$ cat src/rtl/uart_receiver_pkg.sv
// Shared definitions for the UART receive path: FSM encodings (common with the
// transmitter), default sizing and the parity rule.
package uart_receiver_pkg;

  typedef enum logic [2:0] {
    ST_IDLE   = 3'd0,
    ST_START  = 3'd1,
    ST_DATA   = 3'd2,
    ST_PARITY = 3'd3,
    ST_STOP   = 3'd4
  } rx_state_e;

  localparam int unsigned DEFAULT_OVERSAMPLE = 16;
  localparam int unsigned DEFAULT_FIFO_DEPTH = 16;

  // Same convention as the transmitter: odd selects inversion of the data XOR.
  function automatic logic expected_parity(input logic odd, input logic [7:0] data);
    return odd ^ (^data);
  endfunction

endpackage

$ cat src/rtl/uart_rx_fifo.sv
// Show-ahead synchronous FIFO for received bytes. A push into a full FIFO is
// accepted only when a pop happens in the same cycle.
module uart_rx_fifo #(
  parameter int unsigned DEPTH = 16,
  parameter int unsigned WIDTH = 8
) (
  input  logic                     clk,
  input  logic                     rst,
  input  logic                     clear,
  input  logic                     push,
  input  logic                     pop,
  input  logic [WIDTH-1:0]         wr_data,
  output logic [WIDTH-1:0]         rd_data,
  output logic [$clog2(DEPTH):0]   count,
  output logic                     full,
  output logic                     empty
);

  localparam int unsigned AW = $clog2(DEPTH);
  localparam logic [AW:0] FULL_COUNT = (AW + 1)'(DEPTH);

  logic [WIDTH-1:0] mem [DEPTH];

  logic [AW-1:0] wr_ptr_q, wr_ptr_d;
  logic [AW-1:0] rd_ptr_q, rd_ptr_d;
  logic [AW:0]   count_q, count_d;
  logic          do_push, do_pop;

  assign full    = (count_q == FULL_COUNT);
  assign empty   = (count_q == '0);
  assign rd_data = mem[rd_ptr_q];
  assign count   = count_q;

  assign do_pop  = pop && !empty;
  assign do_push = push && (!full || do_pop);

  always_comb begin
    wr_ptr_d = wr_ptr_q;
    rd_ptr_d = rd_ptr_q;
    count_d  = count_q;
    if (do_push) begin
      wr_ptr_d = wr_ptr_q + 1'b1;
    end
    if (do_pop) begin
      rd_ptr_d = rd_ptr_q + 1'b1;
    end
    case ({do_push, do_pop})
      2'b10:   count_d = count_q + 1'b1;
      2'b01:   count_d = count_q - 1'b1;
      default: count_d = count_q;
    endcase
    if (clear) begin
      wr_ptr_d = '0;
      rd_ptr_d = '0;
      count_d  = '0;
    end
  end

  always_ff @(posedge clk or posedge rst) begin
    if (rst) begin
      wr_ptr_q <= '0;
      rd_ptr_q <= '0;
      count_q  <= '0;
    end else begin
      wr_ptr_q <= wr_ptr_d;
      rd_ptr_q <= rd_ptr_d;
      count_q  <= count_d;
    end
  end

  // Storage carries no reset; occupancy alone decides what is readable.
  always_ff @(posedge clk) begin
    if (do_push && !clear) begin
      mem[wr_ptr_q] <= wr_data;
    end
  end

endmodule

$ cat src/rtl/uart_receiver.sv
// Oversampling UART receiver: synchronizes rx_in, recovers 8N1/8E1/8O1 frames
// LSB first, checks parity and stop bit, and buffers good bytes in a FIFO.
module uart_receiver
  import uart_receiver_pkg::*;
#(
  parameter int unsigned OVERSAMPLE = DEFAULT_OVERSAMPLE,
  parameter int unsigned FIFO_DEPTH = DEFAULT_FIFO_DEPTH
) (
  input  logic                          clk,
  input  logic                          rst,
  input  logic                          enable,
  input  logic                          rx_in,
  input  logic                          parity_enable,
  input  logic                          parity_odd_even,
  input  logic                          rx_rd,
  output logic [7:0]                    rx_data,
  output logic                          rx_valid,
  output logic [$clog2(FIFO_DEPTH):0]   rx_count,
  output logic                          busy,
  output logic                          done,
  output logic                          parity_error,
  output logic                          framing_error,
  output logic                          overrun,
  output logic [2:0]                    current_state
);

  localparam int unsigned CNT_W = $clog2(OVERSAMPLE);
  localparam logic [CNT_W-1:0] CNT_MID  = CNT_W'(OVERSAMPLE / 2 - 1);
  localparam logic [CNT_W-1:0] CNT_LAST = CNT_W'(OVERSAMPLE - 1);

  logic sync1_q, sync1_d;
  logic rx_s_q, rx_s_d;
  logic rx_p_q, rx_p_d;

  rx_state_e        state_q, state_d;
  logic [CNT_W-1:0] cnt_q, cnt_d;
  logic [2:0]       bit_idx_q, bit_idx_d;
  logic [7:0]       shift_q, shift_d;
  logic             par_bad_q, par_bad_d;

  logic done_q, done_d;
  logic parity_error_q, parity_error_d;
  logic framing_error_q, framing_error_d;
  logic overrun_q, overrun_d;

  logic                        fifo_push;
  logic                        fifo_pop;
  logic                        fifo_full;
  logic                        fifo_empty;
  logic [7:0]                  fifo_rd_data;
  logic [$clog2(FIFO_DEPTH):0] fifo_count;
  logic                        sample_tick;
  logic                        stop_sample;

  assign sample_tick = (cnt_q == CNT_LAST);
  assign stop_sample = (state_q == ST_STOP) && sample_tick;
  assign fifo_pop    = rx_rd && !fifo_empty;

  // Two-flop synchronizer plus one history flop for falling-edge detection.
  always_comb begin
    sync1_d = rx_in;
    rx_s_d  = sync1_q;
    rx_p_d  = rx_s_q;
    if (!enable) begin
      sync1_d = 1'b1;
      rx_s_d  = 1'b1;
      rx_p_d  = 1'b1;
    end
  end

  always_ff @(posedge clk or posedge rst) begin
    if (rst) begin
      sync1_q <= 1'b1;
      rx_s_q  <= 1'b1;
      rx_p_q  <= 1'b1;
    end else begin
      sync1_q <= sync1_d;
      rx_s_q  <= rx_s_d;
      rx_p_q  <= rx_p_d;
    end
  end

  always_ff @(posedge clk or posedge rst) begin
    if (rst) begin
      state_q   <= ST_IDLE;
      cnt_q     <= '0;
      bit_idx_q <= '0;
      shift_q   <= '0;
      par_bad_q <= 1'b0;
    end else begin
      state_q   <= state_d;
      cnt_q     <= cnt_d;
      bit_idx_q <= bit_idx_d;
      shift_q   <= shift_d;
      par_bad_q <= par_bad_d;
    end
  end

  // Only a 1->0 transition starts a frame, so a held-low break cannot retrigger.
  always_comb begin
    state_d   = state_q;
    cnt_d     = cnt_q + 1'b1;
    bit_idx_d = bit_idx_q;
    shift_d   = shift_q;
    par_bad_d = par_bad_q;
    case (state_q)
      ST_IDLE: begin
        cnt_d = '0;
        if (rx_p_q && !rx_s_q) begin
          state_d = ST_START;
        end
      end
      ST_START: begin
        if (cnt_q == CNT_MID) begin
          cnt_d = '0;
          if (!rx_s_q) begin
            state_d   = ST_DATA;
            bit_idx_d = '0;
            par_bad_d = 1'b0;
          end else begin
            state_d = ST_IDLE;
          end
        end
      end
      ST_DATA: begin
        if (sample_tick) begin
          cnt_d     = '0;
          shift_d   = {rx_s_q, shift_q[7:1]};
          bit_idx_d = bit_idx_q + 1'b1;
          if (bit_idx_q == 3'd7) begin
            state_d = parity_enable ? ST_PARITY : ST_STOP;
          end
        end
      end
      ST_PARITY: begin
        if (sample_tick) begin
          cnt_d     = '0;
          par_bad_d = (rx_s_q != expected_parity(parity_odd_even, shift_q));
          state_d   = ST_STOP;
        end
      end
      ST_STOP: begin
        if (sample_tick) begin
          cnt_d   = '0;
          state_d = ST_IDLE;
        end
      end
      default: begin
        state_d = ST_IDLE;
        cnt_d   = '0;
      end
    endcase
    if (!enable) begin
      state_d   = ST_IDLE;
      cnt_d     = '0;
      bit_idx_d = '0;
      shift_d   = '0;
      par_bad_d = 1'b0;
    end
  end

  // Stop-bit verdict: framing beats parity, parity beats overrun.
  always_comb begin
    done_d          = 1'b0;
    parity_error_d  = 1'b0;
    framing_error_d = 1'b0;
    overrun_d       = 1'b0;
    fifo_push       = 1'b0;
    if (stop_sample) begin
      if (!rx_s_q) begin
        framing_error_d = 1'b1;
      end else if (par_bad_q) begin
        parity_error_d = 1'b1;
      end else if (fifo_full && !fifo_pop) begin
        overrun_d = 1'b1;
      end else begin
        fifo_push = 1'b1;
        done_d    = 1'b1;
      end
    end
    if (!enable) begin
      done_d          = 1'b0;
      parity_error_d  = 1'b0;
      framing_error_d = 1'b0;
      overrun_d       = 1'b0;
      fifo_push       = 1'b0;
    end
  end

  always_ff @(posedge clk or posedge rst) begin
    if (rst) begin
      done_q          <= 1'b0;
      parity_error_q  <= 1'b0;
      framing_error_q <= 1'b0;
      overrun_q       <= 1'b0;
    end else begin
      done_q          <= done_d;
      parity_error_q  <= parity_error_d;
      framing_error_q <= framing_error_d;
      overrun_q       <= overrun_d;
    end
  end

  uart_rx_fifo #(
    .DEPTH (FIFO_DEPTH),
    .WIDTH (8)
  ) u_fifo (
    .clk     (clk),
    .rst     (rst),
    .clear   (!enable),
    .push    (fifo_push),
    .pop     (fifo_pop),
    .wr_data (shift_q),
    .rd_data (fifo_rd_data),
    .count   (fifo_count),
    .full    (fifo_full),
    .empty   (fifo_empty)
  );

  assign rx_data       = fifo_rd_data;
  assign rx_valid      = !fifo_empty;
  assign rx_count      = fifo_count;
  assign busy          = (state_q != ST_IDLE);
  assign done          = done_q;
  assign parity_error  = parity_error_q;
  assign framing_error = framing_error_q;
  assign overrun       = overrun_q;
  assign current_state = state_q;

endmodule

$ cat config.mk
export PLATFORM = sky130hd
export DESIGN_NAME = uart_receiver
export DESIGN_NICKNAME = d
export VERILOG_FILES = /design/src/rtl/uart_receiver_pkg.sv /design/src/rtl/uart_rx_fifo.sv /design/src/rtl/uart_receiver.sv
export SDC_FILE = /design/constraint.sdc
export NUM_CORES = 1
export LEC_CHECK = 0
export BUFFER_PORTS_ARGS = -buffer_cell sky130_fd_sc_hd__buf_2
export CORE_UTILIZATION = 40
export CTS_BUF_LIST = sky130_fd_sc_hd__clkbuf_8
export CTS_CLUSTER_DIAMETER = 150
export DETAILED_ROUTE_END_ITERATION = 8
export MAX_ROUTING_LAYER = met4
export PLACE_DENSITY_LB_ADDON = 0.1
export SLEW_MARGIN = 40
export SYNTH_ARGS = -nofsm -noshare
export SYNTH_HDL_FRONTEND = slang
export SYNTH_SLANG_ARGS = --single-unit
$ cat constraint.sdc
create_clock -name clk -period 2.7 [get_ports clk]
set_clock_uncertainty 0.2 [all_clocks]
set_input_delay 0.135 -clock clk [delete_from_list [all_inputs] [get_ports clk]]
set_output_delay 0.135 -clock clk [all_outputs]
set_load 0.01 [all_outputs]
# Yosys cells after proc, flatten, opt, wreduce, memory -nomap -nowiden
# Memory sizes are Yosys's and may differ from the RTL's.
# Index checks and enable logic that the tools add are counted.
word_totals:
  input_bits: 7
  out_inout_bits: 22
  regBits: 39
  n_memories: 1
  latch_bits: 0
  rom_bits: 0
  ram_bits: 128
memory_table:
  columns: ["name", "depth", "word_bits", "rd", "rd_ports_with_merged_regs", "wr", "line_no", "text"]
  rows:
  - ["u_fifo.mem", 16, 8, 1, 0, 1, "uart_rx_fifo.sv:22", "logic [WIDTH-1:0] mem [DEPTH];"]
classes:
  bitwise: 1
  div: 0
  n_addsub: 6
  n_reduce_logical: 21
  mul: 0
  order_cmp: 0
  shifts: 0
  eq_ne: 25
  n_mux: 55
ops:
  columns: ["op", "n"]
  rows:
  - ["3-bit two-way mux", 12]
  - ["4-bit two-way mux", 7]
  - ["1-bit two-way mux", 26]
  - ["8-bit two-way mux", 3]
  - ["3-bit inequality test (second input constant)", 7]
  - ["3-bit case mux with 5 select lines", 1]
  - ["4-bit by 1-bit adder with 4-bit output (second input constant)", 3]
  - ["5-bit case mux with 2 select lines", 1]
  - ["3-bit by 1-bit inequality test with 1-bit output (second input constant)", 3]
  - ["2-bit by 1-bit inequality test with 1-bit output (second input constant)", 4]
  - ["4-bit case mux with 2 select lines", 1]
  - ["4-bit AND reduction", 2]
  - ["8-bit parity", 1]
  - ["1-bit logical AND", 7]
  - ["3-bit by 2-bit equality test with 1-bit output (second input constant)", 2]
  - ["3-bit equality test (second input constant)", 2]
  - ["3-bit case mux with 2 select lines", 1]
  - ["6-bit AND reduction", 1]
  - ["5-bit by 1-bit adder with 5-bit output (second input constant)", 1]
  - ["5-bit equality test (second input constant)", 1]
  - ["5-bit logical NOT", 1]
  - ["5-bit two-way mux", 1]
  - ["5-bit by 1-bit subtractor with 5-bit output (second input constant)", 1]
  - ["4-bit by 3-bit equality test with 1-bit output (second input constant)", 1]
  - ["15 further kinds", 18]

# Depth between registers and ports, before layout
depth:
  ltp_word: 14
  mapped_depth: 10

# Modules after synthesis
# From an unflattened synthesis, not the netlist that was laid out.
unflattened:
  cells_unflattened: 431
  area_unflattened_um2: 7223.2
by_module_without_submodules:
  columns: ["module", "area_each_um2", "n_inst", "seq_area_each_um2", "cells_each"]
  rows:
  - ["uart_rx_fifo", 5818.1, 1, 4169.0, 296]
  - ["uart_receiver", 1405.1, 1, 654.4, 135]

# Worst setup path before layout
# No wires, ideal clock.
synth_path:
  kind: "register -> register"
  startpoint: "register state_q[1] (netlist: current_state[1])"
  endpoint: "memory u_fifo.mem[3][0], enable pin"
  synth_period_minus_slack_ns: 2.890
  setup_ns: 0.383
  stages_incl_launch_ff: 7
  setup_slack_ns: -0.190
  arrival_time_ns: 2.306
  path_buffers: 2
  cell_sequence: "dfrtp_1 > buf_6 > nand4bb_4 > or4b_4 > or3b_1 > buf_2 > nor3_1"
synth_via:
  elab_chain_cells: 8
synth_lines:
  columns: ["item", "line_no", "text"]
  rows:
  - ["start: declaration", "uart_receiver.sv:35", "rx_state_e state_q, state_d;"]
  - ["start signal: assignment", "uart_receiver.sv:91", "state_q <= state_d;"]
  - ["3-bit equality test", "uart_receiver.sv:56", "assign stop_sample = (state_q == ST_STOP) && sample_tick;"]
  - ["1-bit logical AND", "uart_receiver.sv:56", null]
  - ["1-bit two-way mux", "uart_receiver.sv:169", "if (stop_sample) begin"]
  - ["1-bit two-way mux", "uart_receiver.sv:181", "if (!enable) begin"]
  - ["1-bit logical AND", "uart_rx_fifo.sv:35", "assign do_push = push && (!full || do_pop);"]
  - ["1-bit logical AND", "uart_rx_fifo.sv:73", "if (do_push && !clear) begin"]
  - ["1-bit two-way mux", "uart_rx_fifo.sv:73", null]
  - ["1-bit two-way mux (not written as such)", "uart_rx_fifo.sv:74", "mem[wr_ptr_q] <= wr_data;"]
  - ["end: declaration", "uart_rx_fifo.sv:22", null]
# No other way between the ends.

# Final worst setup path
layout_path:
  startpoint: "register u_fifo.rd_ptr_q[0]"
  endpoint: "output rx_data[2]"
layout_via:
  elab_chain_cells: 1
layout_lines:
  columns: ["item", "line_no", "text"]
  rows:
  - ["start: declaration", "uart_rx_fifo.sv:25", "logic [AW-1:0] rd_ptr_q, rd_ptr_d;"]
  - ["start signal: assignment", "uart_rx_fifo.sv:66", "rd_ptr_q <= rd_ptr_d;"]
  - ["memory read 16 x 8 bit", null, null]
  - ["end: declaration", "uart_receiver.sv:16", "output logic [7:0] rx_data,"]
# No other way between the ends.

==> reports/metrics.yaml <==
cts_tree: "built"
grt_pass1_wl_um: 22800
ff_latch_area_mm2: 0.00482
fin_crit_sh_pct: 97.9
crit_arrival_ns: 2.31
syn_nets: 429
synth.most_common_cell: "edfxtp_1"
drive_above_1_share_pct: 33.3
hp-class: "input port to async pin"
layout.nets: 514
r2r-start: "cnt_q[0]"
ant_nets: 0
ys_top_cells_by_area: "edfxtp_1, dfrtp_1, mux4_2, ha_1, xnor2_1"
vias: 3801
via_per_inst: 5.19
hold_violations: 0
crit_path_end_kind: "primary output"
ioPinCount: 29
status: "finished clean"
cellPowerDensity_mw_per_mm2: 529
leakage_nw: 3.45
yosys.area_share.adder_pct: 2.23
setup_viol: 0
synth_edf_count: 128
cts_root_buffer: "clkbuf_8"
synthCells: 410
dpl.hpwl_um: 9320
synth-xor-area-share_pct: 2.54
initial_core_util_pct: 41.0
worst_setup_path_start_kind: "register"
worst_slew_pin_slew_ns: 0.685
yosysTopAreaCell: "edfxtp_1"
path_clk_slew_ns: 0.08
synthArstFlopShare_pct: 23.4
fmax_mhz: 378
cts_buffer_depth: 2
crit_chain: "buf_12, buf_16, mux4_2, mux4_2, buf_2"
cp_common_cell: "mux4_2"
crit_buf_inv: 3
yosysUniqueCellTypes: 51
io_buffers: 28
dr.first_iter.drc_count: 282
synth_area_per_cell_um2: 17.3
synth_compound_area_share_pct: 3.74
synth_ff_type: "edfxtp_1"
seq_area_frac_synth_pct: 68.1
rsz0062_at_grt: "true"
synthSimpleGateAreaFrac_pct: 7.30
overflow: 0
cpLargestDelayFamily: "multiplexers"
die_w_um: 135
setup_slack_ns: 0.0566
wl_per_cell_um: 19.8
synth_mux_area_share_pct: 14.0
num_rows: 48
relSlewSlack_pct: 54.3
critical_path_required_ns: 2.37
fp.dieH_um: 135
die_area_mm2: 0.0182
path_class: "register to primary output"
yosysWarnings: 0
grt_max_degree: 40
cts-buffers-inserted: 17
multi_input_area_mm2: 0.00217
rrSetupSlack_ns: 0.06
drc: 0
gp_congestion: 0.726
wirelength_um: 14500
path_max_fanout: 7
cpMaxStageDelayCell: "mux4_2"
finalSetupTns_ns: 0
diodes: 0
maxCapViolations: 0
dr.pass1.iters: 5
clkLatencyLatePin_ns: 0.45
antenna_found_initial: 0
synth_seq_cells: 167
coreArea_mm2: 0.0173
synth_area_mm2: 0.00708
cts.sinks: 167
area_growth_syn_to_layout_pct: 18.5
maxSlewViolCount: 0
grtUsageTotal_pct: 18.3
fin_crit_ns: 2.64
max_stage_delay_ns: 0.54
synth.top_cell.area_share_pct: 54.3
ctsHtreeMaxLevel: 4
netlist_top_cells_count: "edfxtp_1, mux4_2, dfrtp_1, nor2_1, nand2_1"
synth_top_family_by_area: "multiplexers"
cp-startpoint: "u_fifo.rd_ptr_q[0]"
pre_cts_slack_ns: -0.00205
ir_drop_mv: 0.282
grt_pass1_vias: 3976
n_fill_cell: 1504
[repair_timing]
| action | CTS | global route |
|---|---|---|
| resized for setup | 3 | 10 |
| buffers inserted | 1 | 3 |
| endpoints found under the hold margin | 66 | 0 |
| cloned | 2 | 0 |
| pin swaps | 0 | 5 |
| endpoints found under the setup margin | 7 | 12 |
| hold buffers | 6 | 0 |
[through the flow]
stage	std cells	hold slack (ns)	utilization [%]	power, mW	area [µm²]
after floorplan	410	0.0450	-	2.83	7100
after global placement	689	0.0926	45.2	2.86	7830
after detailed placement	689	0.0986	45.2	2.86	7830
after CTS	729	0.141	48.1	4.49	8320
after global routing	732	0.187	48.5	4.60	8390
final	732	0.151	48.5	4.44	8390
[power breakdown]
group          internal (mW)  switching, mW
Combinational         0.0285         0.0397
Sequential              2.74        0.00136
Clock                  0.792          0.842
Total                   3.56          0.883
[flip-flops by register name, summed over array words and instances, names as in the netlist]
signal	count
sync1_q	1
framing_error	1
bit_idx_q	3
rx_p_q	1
done	1
parity_error	1
u_fifo.count	5
rx_s_q	1
u_fifo.mem	128
overrun	1
par_bad_q	1
u_fifo.rd_ptr_q	4
shift_q	8
u_fifo.wr_ptr_q	4
cnt_q	4
current_state	3
[metal layers]
metal	up-vias	track usage [%]	part of all wire, %
met3	19	4.02	3.0
met1	1952	23.5	47
li1	1760	-	-
met4	0	7.37	2.0
met5	-	-	0
met2	70	28.2	48
[cell families after synthesis]
group,count (synthesis)
AO/OA/AOI/OAI,38
XOR/XNOR,19
adder cells (fa/ha/maj),12
buffers and inverters,35
flip-flops,167
multiplexers,48
AND/OR/NAND/NOR,91
[worst reg2reg max path: stages, from the launching register on]
cell	delay (ns)
dfrtp_1	0.37
ha_1	0.20
nand3_1	0.11
or4b_4	0.54
or3b_1	0.48
nor2_1	0.25
buf_4	0.19
[final cells by class]
class                      instances  area share, %
multi-input combinational        208           25.8
inverter                          11          0.492
tap                              225           3.35
timing repair buffer              90           8.62
clock buffer                      17           2.79
clock inverter                    14           1.45
sequential                       167           57.5
[placed cells by master, fill, tap and decap left out, drive strengths merged, types with 2 or more instances in the layout]
cell type and instances:
nor2b 3, clkinv 8, nand2b 8, ha 11, nor2 21, edfxtp 128, or4b 2, buf 84
xnor2 14, a22o 8, mux4 40, nand2 18, nor3 7, inv 15, clkbuf 17, and3 2
mux2i 8, dfrtp 36, bufinv 2, dfstp 3, nand4 2, a22oi 2, xor2 4, nor4 4
o21ai 11, o31ai 2, nand3 5, or3 2, a21o 3, a21oi 4, o21a 2, and2 8
dlygate4sd3 6
[path summary, 6_finish.rpt]
| kind | end | cells after the start |
|---|---|---|
| setup / recovery | rx_data[2] | 5 |
| hold / removal | overrun | 4 |
| setup reg to reg | u_fifo.mem[7][6] | 6 |
| hold reg to reg | cnt_q[0] | 1 |
| max in group asynchronous | u_fifo.rd_ptr_q[0] | 4 |
| min in group clk | par_bad_q | 6 |
Note: power is estimated with default switching activity, not from simulation.
